[config.mk]
export PLATFORM = sky130hd
export DESIGN_NAME = instr_fetch
export DESIGN_NICKNAME = d
export VERILOG_FILES = /design/src/rtl/instr_fetch.sv
export SDC_FILE = /design/constraint.sdc
export NUM_CORES = 1
export LEC_CHECK = 0
export CAP_MARGIN = 20
export CELL_PAD_IN_SITES_DETAIL_PLACEMENT = 1
export CELL_PAD_IN_SITES_GLOBAL_PLACEMENT = 2
export CORE_AREA = 2 2 143 145
export DETAILED_ROUTE_END_ITERATION = 7
export DIE_AREA = 0 0 145 147
export PLACE_DENSITY_LB_ADDON = 0.1
export SKIP_CTS_REPAIR_TIMING = 1
export SYNTH_ARGS = -nofsm -noshare
export SYNTH_HDL_FRONTEND = slang
export SYNTH_SLANG_ARGS = --single-unit
[constraint.sdc]
create_clock -name clk_i -period 7.2 [get_ports clk_i]
set_input_delay 1.08 -clock clk_i [delete_from_list [all_inputs] [get_ports clk_i]]
set_output_delay 1.08 -clock clk_i [all_outputs]
set_load 0.01 [all_outputs]
[src/rtl/instr_fetch.sv]
// instr_fetch: PC owner and imem requester feeding IF/ID with {pc+4, instr}; bubble is pc=0, instr=FFFFFFFF.
// Optional IFETCH_PERF_CNT_EN adds a saturating bubble-cycle counter on bubble_cnt_o.
module instr_fetch #(
  parameter logic [31:0] RESET_PC = 32'h0000_0000,
  parameter logic [7:0]  MAX_WAIT = 8'd16
) (
  input  logic        clk_i,
  input  logic        rst_i,
  input  logic        stall_ctrl_i,
  input  logic        redirect_i,
  input  logic [31:0] redirect_pc_i,
  output logic        imem_req_o,
  output logic [31:0] imem_addr_o,
  input  logic        imem_ack_i,
  input  logic [31:0] imem_data_i,
  output logic [31:0] pc_o,
  output logic [31:0] instr_o,
  output logic        instr_valid_o,
  output logic        fetch_err_o
`ifdef IFETCH_PERF_CNT_EN
  ,
  output logic [31:0] bubble_cnt_o
`endif
);
  typedef enum logic [1:0] {REQ, HOLD, ERR} state_t;
  state_t state_q, state_d;
  logic [31:0] pc_q, pc_d, tgt_q, tgt_d, buf_q, buf_d;
  logic        discard_q, discard_d, valid;
  logic [7:0]  wait_q, wait_d;
  logic [31:0] pc_inc, rpc;
  assign pc_inc = pc_q + 32'd4;
  assign rpc    = {redirect_pc_i[31:2], 2'b00};
  always_comb begin
    state_d   = state_q;
    pc_d      = pc_q;
    tgt_d     = tgt_q;
    buf_d     = buf_q;
    discard_d = discard_q;
    wait_d    = wait_q;
    valid     = 1'b0;
    case (state_q)
      REQ: begin
        if (imem_ack_i) begin
          wait_d    = 8'd0;
          discard_d = 1'b0;
          if (!discard_q && !redirect_i) begin
            valid = 1'b1;
            if (stall_ctrl_i) begin
              buf_d   = imem_data_i;
              state_d = HOLD;
            end else
              pc_d = pc_inc;
          end else
            pc_d = redirect_i ? rpc : tgt_q;
        end else begin
          // address must stay put while the request is outstanding, so park the target
          wait_d = wait_q + 8'd1;
          if (redirect_i) begin
            tgt_d     = rpc;
            discard_d = 1'b1;
          end
          if (MAX_WAIT != 8'd0 && wait_q == MAX_WAIT - 8'd1)
            state_d = ERR;
        end
      end
      HOLD: begin
        if (redirect_i) begin
          pc_d    = rpc;
          wait_d  = 8'd0;
          state_d = REQ;
        end else begin
          valid = 1'b1;
          if (!stall_ctrl_i) begin
            pc_d    = pc_inc;
            wait_d  = 8'd0;
            state_d = REQ;
          end
        end
      end
      default: ;
    endcase
  end
  always_ff @(posedge clk_i or posedge rst_i) begin
    if (rst_i) begin
      state_q   <= REQ;
      pc_q      <= RESET_PC;
      tgt_q     <= 32'd0;
      buf_q     <= 32'd0;
      discard_q <= 1'b0;
      wait_q    <= 8'd0;
    end else begin
      state_q   <= state_d;
      pc_q      <= pc_d;
      tgt_q     <= tgt_d;
      buf_q     <= buf_d;
      discard_q <= discard_d;
      wait_q    <= wait_d;
    end
  end
  assign imem_req_o    = state_q == REQ;
  assign imem_addr_o   = pc_q;
  assign fetch_err_o   = state_q == ERR;
  assign instr_valid_o = valid & ~rst_i;
  assign pc_o          = instr_valid_o ? pc_inc : 32'd0;
  assign instr_o       = !instr_valid_o ? 32'hFFFF_FFFF : state_q == HOLD ? buf_q : imem_data_i;
`ifdef IFETCH_PERF_CNT_EN
  always_ff @(posedge clk_i or posedge rst_i) begin
    if (rst_i)
      bubble_cnt_o <= 32'd0;
    else if (!instr_valid_o && state_q != ERR && bubble_cnt_o != 32'hFFFF_FFFF)
      bubble_cnt_o <= bubble_cnt_o + 32'd1;
  end
`endif
endmodule

==> results of run 1 <==
-- stage by stage --
stage	util (%)	area [sq um]
floorplan	-	6265
global placement	41.12	8159
CTS	42.77	8488
finish	43.05	8543
global route	43.05	8543
detailed placement	41.12	8159
-- worst reg2reg max path, delay by kind of cell, from the launching register on --
kind | cells | cell delay (ns)
AOI/OAI and AO/OA | 3 | 1.13
DFF | 1 | 0.75
and+or+nand+nor | 1 | 0.58
buffers and inverters | 1 | 0.16
-- flip-flops by register name, summed over array words and instances, names as in the netlist --
name,count
state_q,2
imem_addr_o,32
tgt_q,32
discard_q,1
buf_q,32
wait_q,8
-- power by group through the flow --
| stage | Combinational [uW] | Sequential [uW] | Clock [uW] |
|---|---|---|---|
| 2_1_floorplan | 262 | 809 | 0 |
| 3_3_place_gp | 441 | 827 | 0 |
| 3_5_place_dp | 456 | 837 | 0 |
| 4_1_cts | 457 | 826 | 570 |
| 5_1_grt | 497 | 845 | 594 |
| 6_report | 452 | 825 | 555 |
-- final cells by class --
type | instances | share of cell area [%]
tap | 270 | 3.954
inverter | 14 | 0.6444
clock inverter | 4 | 0.8494
multi-input combinational | 508 | 39.41
sequential | 107 | 31.34
clock buffer | 12 | 3.002
timing repair buffer | 177 | 20.80
-- kinds of logic after synthesis --
kind of cell	Yosys count	share of synthesized area (%)
AOI/OAI and AO/OA	136	15.04
xor gates and xnor gates	32	4.474
adders and majority gates	2	0.3994
buffers and inverters	61	3.835
DFF	107	42.74
muxes	66	11.78
and+or+nand+nor	272	21.73
-- placed cells by master, fill, tap and decap left out, types with 3 or more instances in the layout --
cell	n
sky130_fd_sc_hd__a2bb2oi_1	3
sky130_fd_sc_hd__nor3_1	8
sky130_fd_sc_hd__and2_1	6
sky130_fd_sc_hd__nand4_1	11
sky130_fd_sc_hd__nand3b_1	7
sky130_fd_sc_hd__o31ai_1	5
sky130_fd_sc_hd__o21ai_0	19
sky130_fd_sc_hd__o211ai_1	9
sky130_fd_sc_hd__a22oi_1	7
sky130_fd_sc_hd__o22ai_1	5
sky130_fd_sc_hd__a221oi_1	13
sky130_fd_sc_hd__nand3_1	43
sky130_fd_sc_hd__xor2_1	15
sky130_fd_sc_hd__buf_4	10
sky130_fd_sc_hd__o41ai_1	4
sky130_fd_sc_hd__nor2b_1	4
sky130_fd_sc_hd__inv_1	11
sky130_fd_sc_hd__o31a_1	5
sky130_fd_sc_hd__dfrtp_1	107
sky130_fd_sc_hd__nor3b_1	6
sky130_fd_sc_hd__xnor2_1	17
sky130_fd_sc_hd__nand2_1	89
sky130_fd_sc_hd__and3_1	8
sky130_fd_sc_hd__nor2_1	62
sky130_fd_sc_hd__clkdlybuf4s50_1	164
sky130_fd_sc_hd__a22o_1	12
sky130_fd_sc_hd__or3_1	4
sky130_fd_sc_hd__mux2_2	60
sky130_fd_sc_hd__clkbuf_16	9
sky130_fd_sc_hd__mux2i_1	4
sky130_fd_sc_hd__a21oi_1	36
-- routing by layer --
layer  share of wire (%)  routed length, um  vias to the layer above
met1                  44               9223                     2916
met4                 1.1                228                        0
met3                 4.8               1010                       15
li1                    -                  -                     2700
met2                  50              10450                      129
met5                   0                  0                        -
-- worst max path at each step --
| stage | startpoint | end | slack [ns] | depth (start not counted) |
|---|---|---|---|---|
| after CTS | imem_ack_i | pc_o[3] | 1.90 | 7 |
| after floorplan | rst_i | buf_q[0] | 3.30 | 1 |
| after global routing | imem_ack_i | instr_o[31] | 2.47 | 8 |
| after global placement | imem_ack_i | pc_o[3] | 1.96 | 7 |
| after detailed placement | imem_ack_i | pc_o[3] | 1.90 | 7 |
| final | imem_ack_i | instr_o[31] | 2.67 | 8 |
==> results.toml, run 1 <==
[route]
num_vias = 5760
vias_per_cell = 5.275
number_of_iterations_in_the_first_detailed_routing_pass = 4
antenna_violating_nets_post_route = 0
drc = 0
drtIter0Drc = 242
wire_per_inst_um = 19.15
postRouteWirelength_um = 20910

[sta]
worstMarginPinSlew_ns = 1.149
maxSlewViolCount = 0
fin_setup_tns_ns = 0
unrepaired_setup_endpoints_after_global_routing = "false"
finalSetupViolations = 0
count_of_final_hold_check_violations = 0
max-slew-margin-rel_pct = 23.24
fmaxAchievable_mhz = 220.9
layout_worst_path_cycle_share_pct = 62.88
fin_worst_skew_ns = 0.009532
final_period_minus_worst_setup_slack_ns = 4.528
holdWs_ns = 0.4995
least_setup_slack_across_all_paths_after_layout_ns = 2.672

[setup_path]
reg2reg_setup_slack_ns = 4.47
timing.critical_path.slowest_cell_delay_ns = 0.56
sequence_of_cells_on_the_critical_path = "clkdlybuf4s50_1, nor2b_1, o21ai_2, buf_4, clkinv_1, buf_16, nand3_1, clkdlybuf4s50_1"
library_cell_appearing_most_often_on_the_critical_path = "sky130_fd_sc_hd__clkdlybuf4s50_1"
worstReg2RegEnd = "imem_addr_o[26]"
worst-path-max-fanout = 34
cp-start-kind = "input port"
cp.arrival_ns = 3.45
slowest_cell_on_the_critical_path = "sky130_fd_sc_hd__clkdlybuf4s50_1"
timing.critical_path.max_delay_family = "buffers and inverters"
worstSetupPathType = "in2out"
worst-path-buf-inv = 5
r2r_cells = 5
cp_data_required_time_ns = 6.12
r2r_start = "discard_q"
worstSetupEndpointType = "output port"

[power_and_ir_drop]
swShare_pct = 30.13
pwr_density_cell_nw_per_um2 = 214.5
portion_of_total_power_attributed_to_sequential_cells_pct = 45.0
fin_total_pwr_uw = 1833
power_switching_uw = 552.2
comb_power_share_pct = 24.7
max-vdd-ir-drop_mv = 0.1133
leakage_power_uw = 0.003362
p_int_uw = 1280
clockPowerShare_pct = 30.3

[grt]
grt_pass1_vias = 6217
wire_length_of_the_first_global_routing_pass_um = 33570
use_met2_pct = 34.95
globalRouteMet1Util_pct = 24.04
overflow = 0
grt_start_max_net_pins = 71
initial_antenna_violation_count = 0
groute.layer.met3.usage_pct = 4.161
grt_most_used_layer = "met2"
global_route.usage.total_pct = 19.62

[logic_synthesis]
netlist_area_sq_um = 6265
async_flop_share_pct = 100.0
dominantRegCellSynth = "sky130_fd_sc_hd__dfrtp_1"
synthCells = 676
synth.ff_latch_count = 107
postSynthAreaPerCell_sq_um = 9.267
synth.net_count = 747
ys_top_cells_by_area = "sky130_fd_sc_hd__dfrtp_1, sky130_fd_sc_hd__mux2_2, sky130_fd_sc_hd__nand2_1"
synth_cell_types = 65
synth-edff-count = 0
synth.yosys.warnings = 0
most_frequent_cells_after_synthesis = "sky130_fd_sc_hd__dfrtp_1, sky130_fd_sc_hd__nand2_1, sky130_fd_sc_hd__nor2_1"
synth_top_cell_area_share_pct = 42.74
netlist.top_cell.by_area = "sky130_fd_sc_hd__dfrtp_1"
synth.yosys.seq_area_share_pct = 42.74
most_instantiated_library_cell_after_synthesis = "sky130_fd_sc_hd__dfrtp_1"

[final_layout]
layout.filler_cells = 2269
drive_above_1_share_pct = 13.02
area_growth_pct = 36.37
final_net_count = 888
instances_no_fill = 1092
final-seq-area_sq_um = 2678
antenna_cells = 0
area_of_combinational_cells_with_multiple_inputs_sq_um = 3367

[die]
floorplan.rows = 52
die-area_sq_um = 21320
die_h_um = 147
die_width_um = 145
floorplan.io_pins = 168
design.core.area_sq_um = 19840
start_util_pct = 31.57

[clocking]
clkLatencyLatePin_ns = 0.36
cts_buf_count = 9
cts-root-buf = "sky130_fd_sc_hd__clkbuf_16"
tritoncts_num_sinks = 107
clock_tree.htree_level_count = 3
clkSlewWorstSetupHoldPaths_ns = 0.08
cts_buffer_depth = 2
cts_tree = "built"

[min_path]
min_path_type = "reg2reg"
min_to = "tgt_q[13]"
hp-start = "tgt_q[13]"
worst_hold_path.num_cells = 1

[run_status]
outcome = "completed"

[place]
count_of_port_buffers_added_during_placement = 165
gpl.final_weighted_congestion = 0.7889
placedCellCount = 1074
dpl.hpwl_um = 14570
post-place-ws_ns = 1.898

[run]
max-cap-violations = 0
(Power assumes the default switching activity.)
==> run 2: changes to the inputs <==
--- a/config.mk
+++ b/config.mk
@@ -8,9 +8,9 @@
 export CAP_MARGIN = 20
 export CELL_PAD_IN_SITES_DETAIL_PLACEMENT = 1
 export CELL_PAD_IN_SITES_GLOBAL_PLACEMENT = 2
-export CORE_AREA = 2 2 143 145
+export CORE_AREA = 2 2 150 152
 export DETAILED_ROUTE_END_ITERATION = 7
-export DIE_AREA = 0 0 145 147
+export DIE_AREA = 0 0 152 154
 export PLACE_DENSITY_LB_ADDON = 0.1
 export SKIP_CTS_REPAIR_TIMING = 1
 export SYNTH_ARGS = -nofsm -noshare
==> constraint.sdc (replaced) <==
create_clock -name clk_i -period 4.7 [get_ports clk_i]
set_input_delay 0.705 -clock clk_i [delete_from_list [all_inputs] [get_ports clk_i]]
set_output_delay 0.705 -clock clk_i [all_outputs]
set_load 0.01 [all_outputs]
==> run 2 against run 1 <==
First-iteration DRC count shrank 11%. Design area grew 0.22%. Count of clock-buffer cells in the layout shrank 3. Hold slack gained 0.0021 ns. Sequential share of layout area shrank 0.069 points. Register-to-register slack lost 2.6 ns. Critical path type is now reg2out.
==> results.toml, run 2 (same netlist as run 1, synthesis figures left out) <==
[setup_path]
cp_data_required_time_ns = 3.99
worst-path-buf-inv = 1
timing.critical_path.slowest_cell_delay_ns = 0.59
timing.critical_path.max_delay_family = "simple AND/OR/NAND/NOR gates"
cp-start-kind = "flop"
worstSetupPathType = "reg2out"
r2r_cells = 6
reg2reg_setup_slack_ns = 1.90
slowest_cell_on_the_critical_path = "sky130_fd_sc_hd__nor3_2"
sequence_of_cells_on_the_critical_path = "nand4_1, nor3_2, nand4_4, or3_1, a21oi_1, clkdlybuf4s50_1"
worst-path-max-fanout = 10
worstReg2RegEnd = "imem_addr_o[26]"
worstSetupEndpointType = "output port"
cp.arrival_ns = 3.27
r2r_start = "state_q[0]"

[die]
design.core.area_sq_um = 21690
die_h_um = 154
start_util_pct = 28.89
floorplan.rows = 54
die_width_um = 152
floorplan.io_pins = 168
die-area_sq_um = 23410

[clocking]
tritoncts_num_sinks = 107
cts-root-buf = "sky130_fd_sc_hd__clkbuf_16"
cts_buf_count = 9
clkSlewWorstSetupHoldPaths_ns = 0.08
cts_tree = "built"
clkLatencyLatePin_ns = 0.35
clock_tree.htree_level_count = 3
cts_buffer_depth = 2

[final_layout]
final_net_count = 892
layout.cells.most_common = "sky130_fd_sc_hd__clkdlybuf4s50_1"
layout.cells.most_common_list = "sky130_fd_sc_hd__clkdlybuf4s50_1, sky130_fd_sc_hd__dfrtp_1, sky130_fd_sc_hd__nand2_1"
finalCoreUtilization_pct = 39.48
antenna_cells = 0
instances_no_fill = 1105
area_growth_pct = 36.67
drive_above_1_share_pct = 13.45

[grt]
global_route.usage.total_pct = 18.46
initial_antenna_violation_count = 1
overflow = 0
wire_length_of_the_first_global_routing_pass_um = 34910
grt_pass1_vias = 6389
grt_start_max_net_pins = 56

[sta]
final_period_minus_worst_setup_slack_ns = 3.970
unrepaired_setup_endpoints_after_global_routing = "false"
layout_worst_path_cycle_share_pct = 84.47
worstMarginPinSlew_ns = 0.8605
fmaxAchievable_mhz = 251.9
maxSlewViolCount = 0
fin_worst_skew_ns = 0.007628
max-slew-margin-rel_pct = 42.64
holdWs_ns = 0.5016
fin_setup_tns_ns = 0
least_setup_slack_across_all_paths_after_layout_ns = 0.7298
finalSetupViolations = 0
count_of_final_hold_check_violations = 0

[place]
placedCellCount = 1088
count_of_port_buffers_added_during_placement = 165
dpl.hpwl_um = 15090
post-place-ws_ns = 0.9032
gpl.final_weighted_congestion = 0.7793

[route]
drtIter0Drc = 216
postRouteWirelength_um = 21410
antenna_violating_nets_post_route = 0
drc = 0
wire_per_inst_um = 19.38
vias_per_cell = 5.272
number_of_iterations_in_the_first_detailed_routing_pass = 4
num_vias = 5826

[power_and_ir_drop]
p_int_uw = 1881
clockPowerShare_pct = 28.6
comb_power_share_pct = 25.4
leakage_power_uw = 0.003367
power_switching_uw = 866.7
portion_of_total_power_attributed_to_sequential_cells_pct = 46.0
max-vdd-ir-drop_mv = 0.1618
pwr_density_cell_nw_per_um2 = 320.9
swShare_pct = 31.54

[run]
max-cap-violations = 0

[min_path]
min_path_type = "reg2reg"
hp-start = "tgt_q[13]"
min_to = "tgt_q[13]"
worst_hold_path.num_cells = 1

[run_status]
outcome = "completed"
==> run 2: cell type report <==
type	instances	area, sq um
fillers	2472	13130
repair buffers	181	1819
well taps	280	350.3
flip-flops and latches	107	2678
inverters	14	55.05
clock inverters	6	67.56
multi-input cells	508	3367
clock buffers	9	225.2
==> run 2: metal layers <==
metal  share of wire (%)  wire [um]  GRT usage [%]  up-vias
met4                 1.9        399          5.830        2
met1                  42       8981          22.16     2945
li1                    -          -              -     2714
met3                 5.5       1171          4.256       27
met2                  51      10840          32.75      138
met5               0.070         15              0        -
==> run 2: metrics by stage <==
| step | area (sq um) | total power, uW |
|---|---|---|
| floorplan | 6265 | 1640 |
| global placement | 8194 | 1949 |
| detailed placement | 8222 | 1987 |
| CTS | 8514 | 2788 |
| global route | 8562 | 2916 |
| finish | 8562 | 2747 |
==> run 2: how the worst max path moves through the flow <==
stage | cells after the start | slack, ns | endpoint | startpoint
after floorplan | 1 | 1.18 | buf_q[0] | rst_i
after global placement | 7 | 0.91 | instr_o[11] | imem_ack_i
after detailed placement | 7 | 0.90 | instr_o[12] | imem_ack_i
after CTS | 6 | 0.73 | pc_o[29] | imem_addr_o[5]
after global routing | 6 | 0.58 | pc_o[29] | imem_addr_o[5]
final | 6 | 0.73 | pc_o[29] | imem_addr_o[5]
==> run 2: power groups by stage <==
stage	clock network (uW)	logic [uW]	registers [uW]
2_1_floorplan	0	401	1240
3_3_place_gp	0	683	1270
3_5_place_dp	0	706	1280
4_1_cts	817	708	1260
5_1_grt	852	768	1300
6_report	785	698	1260
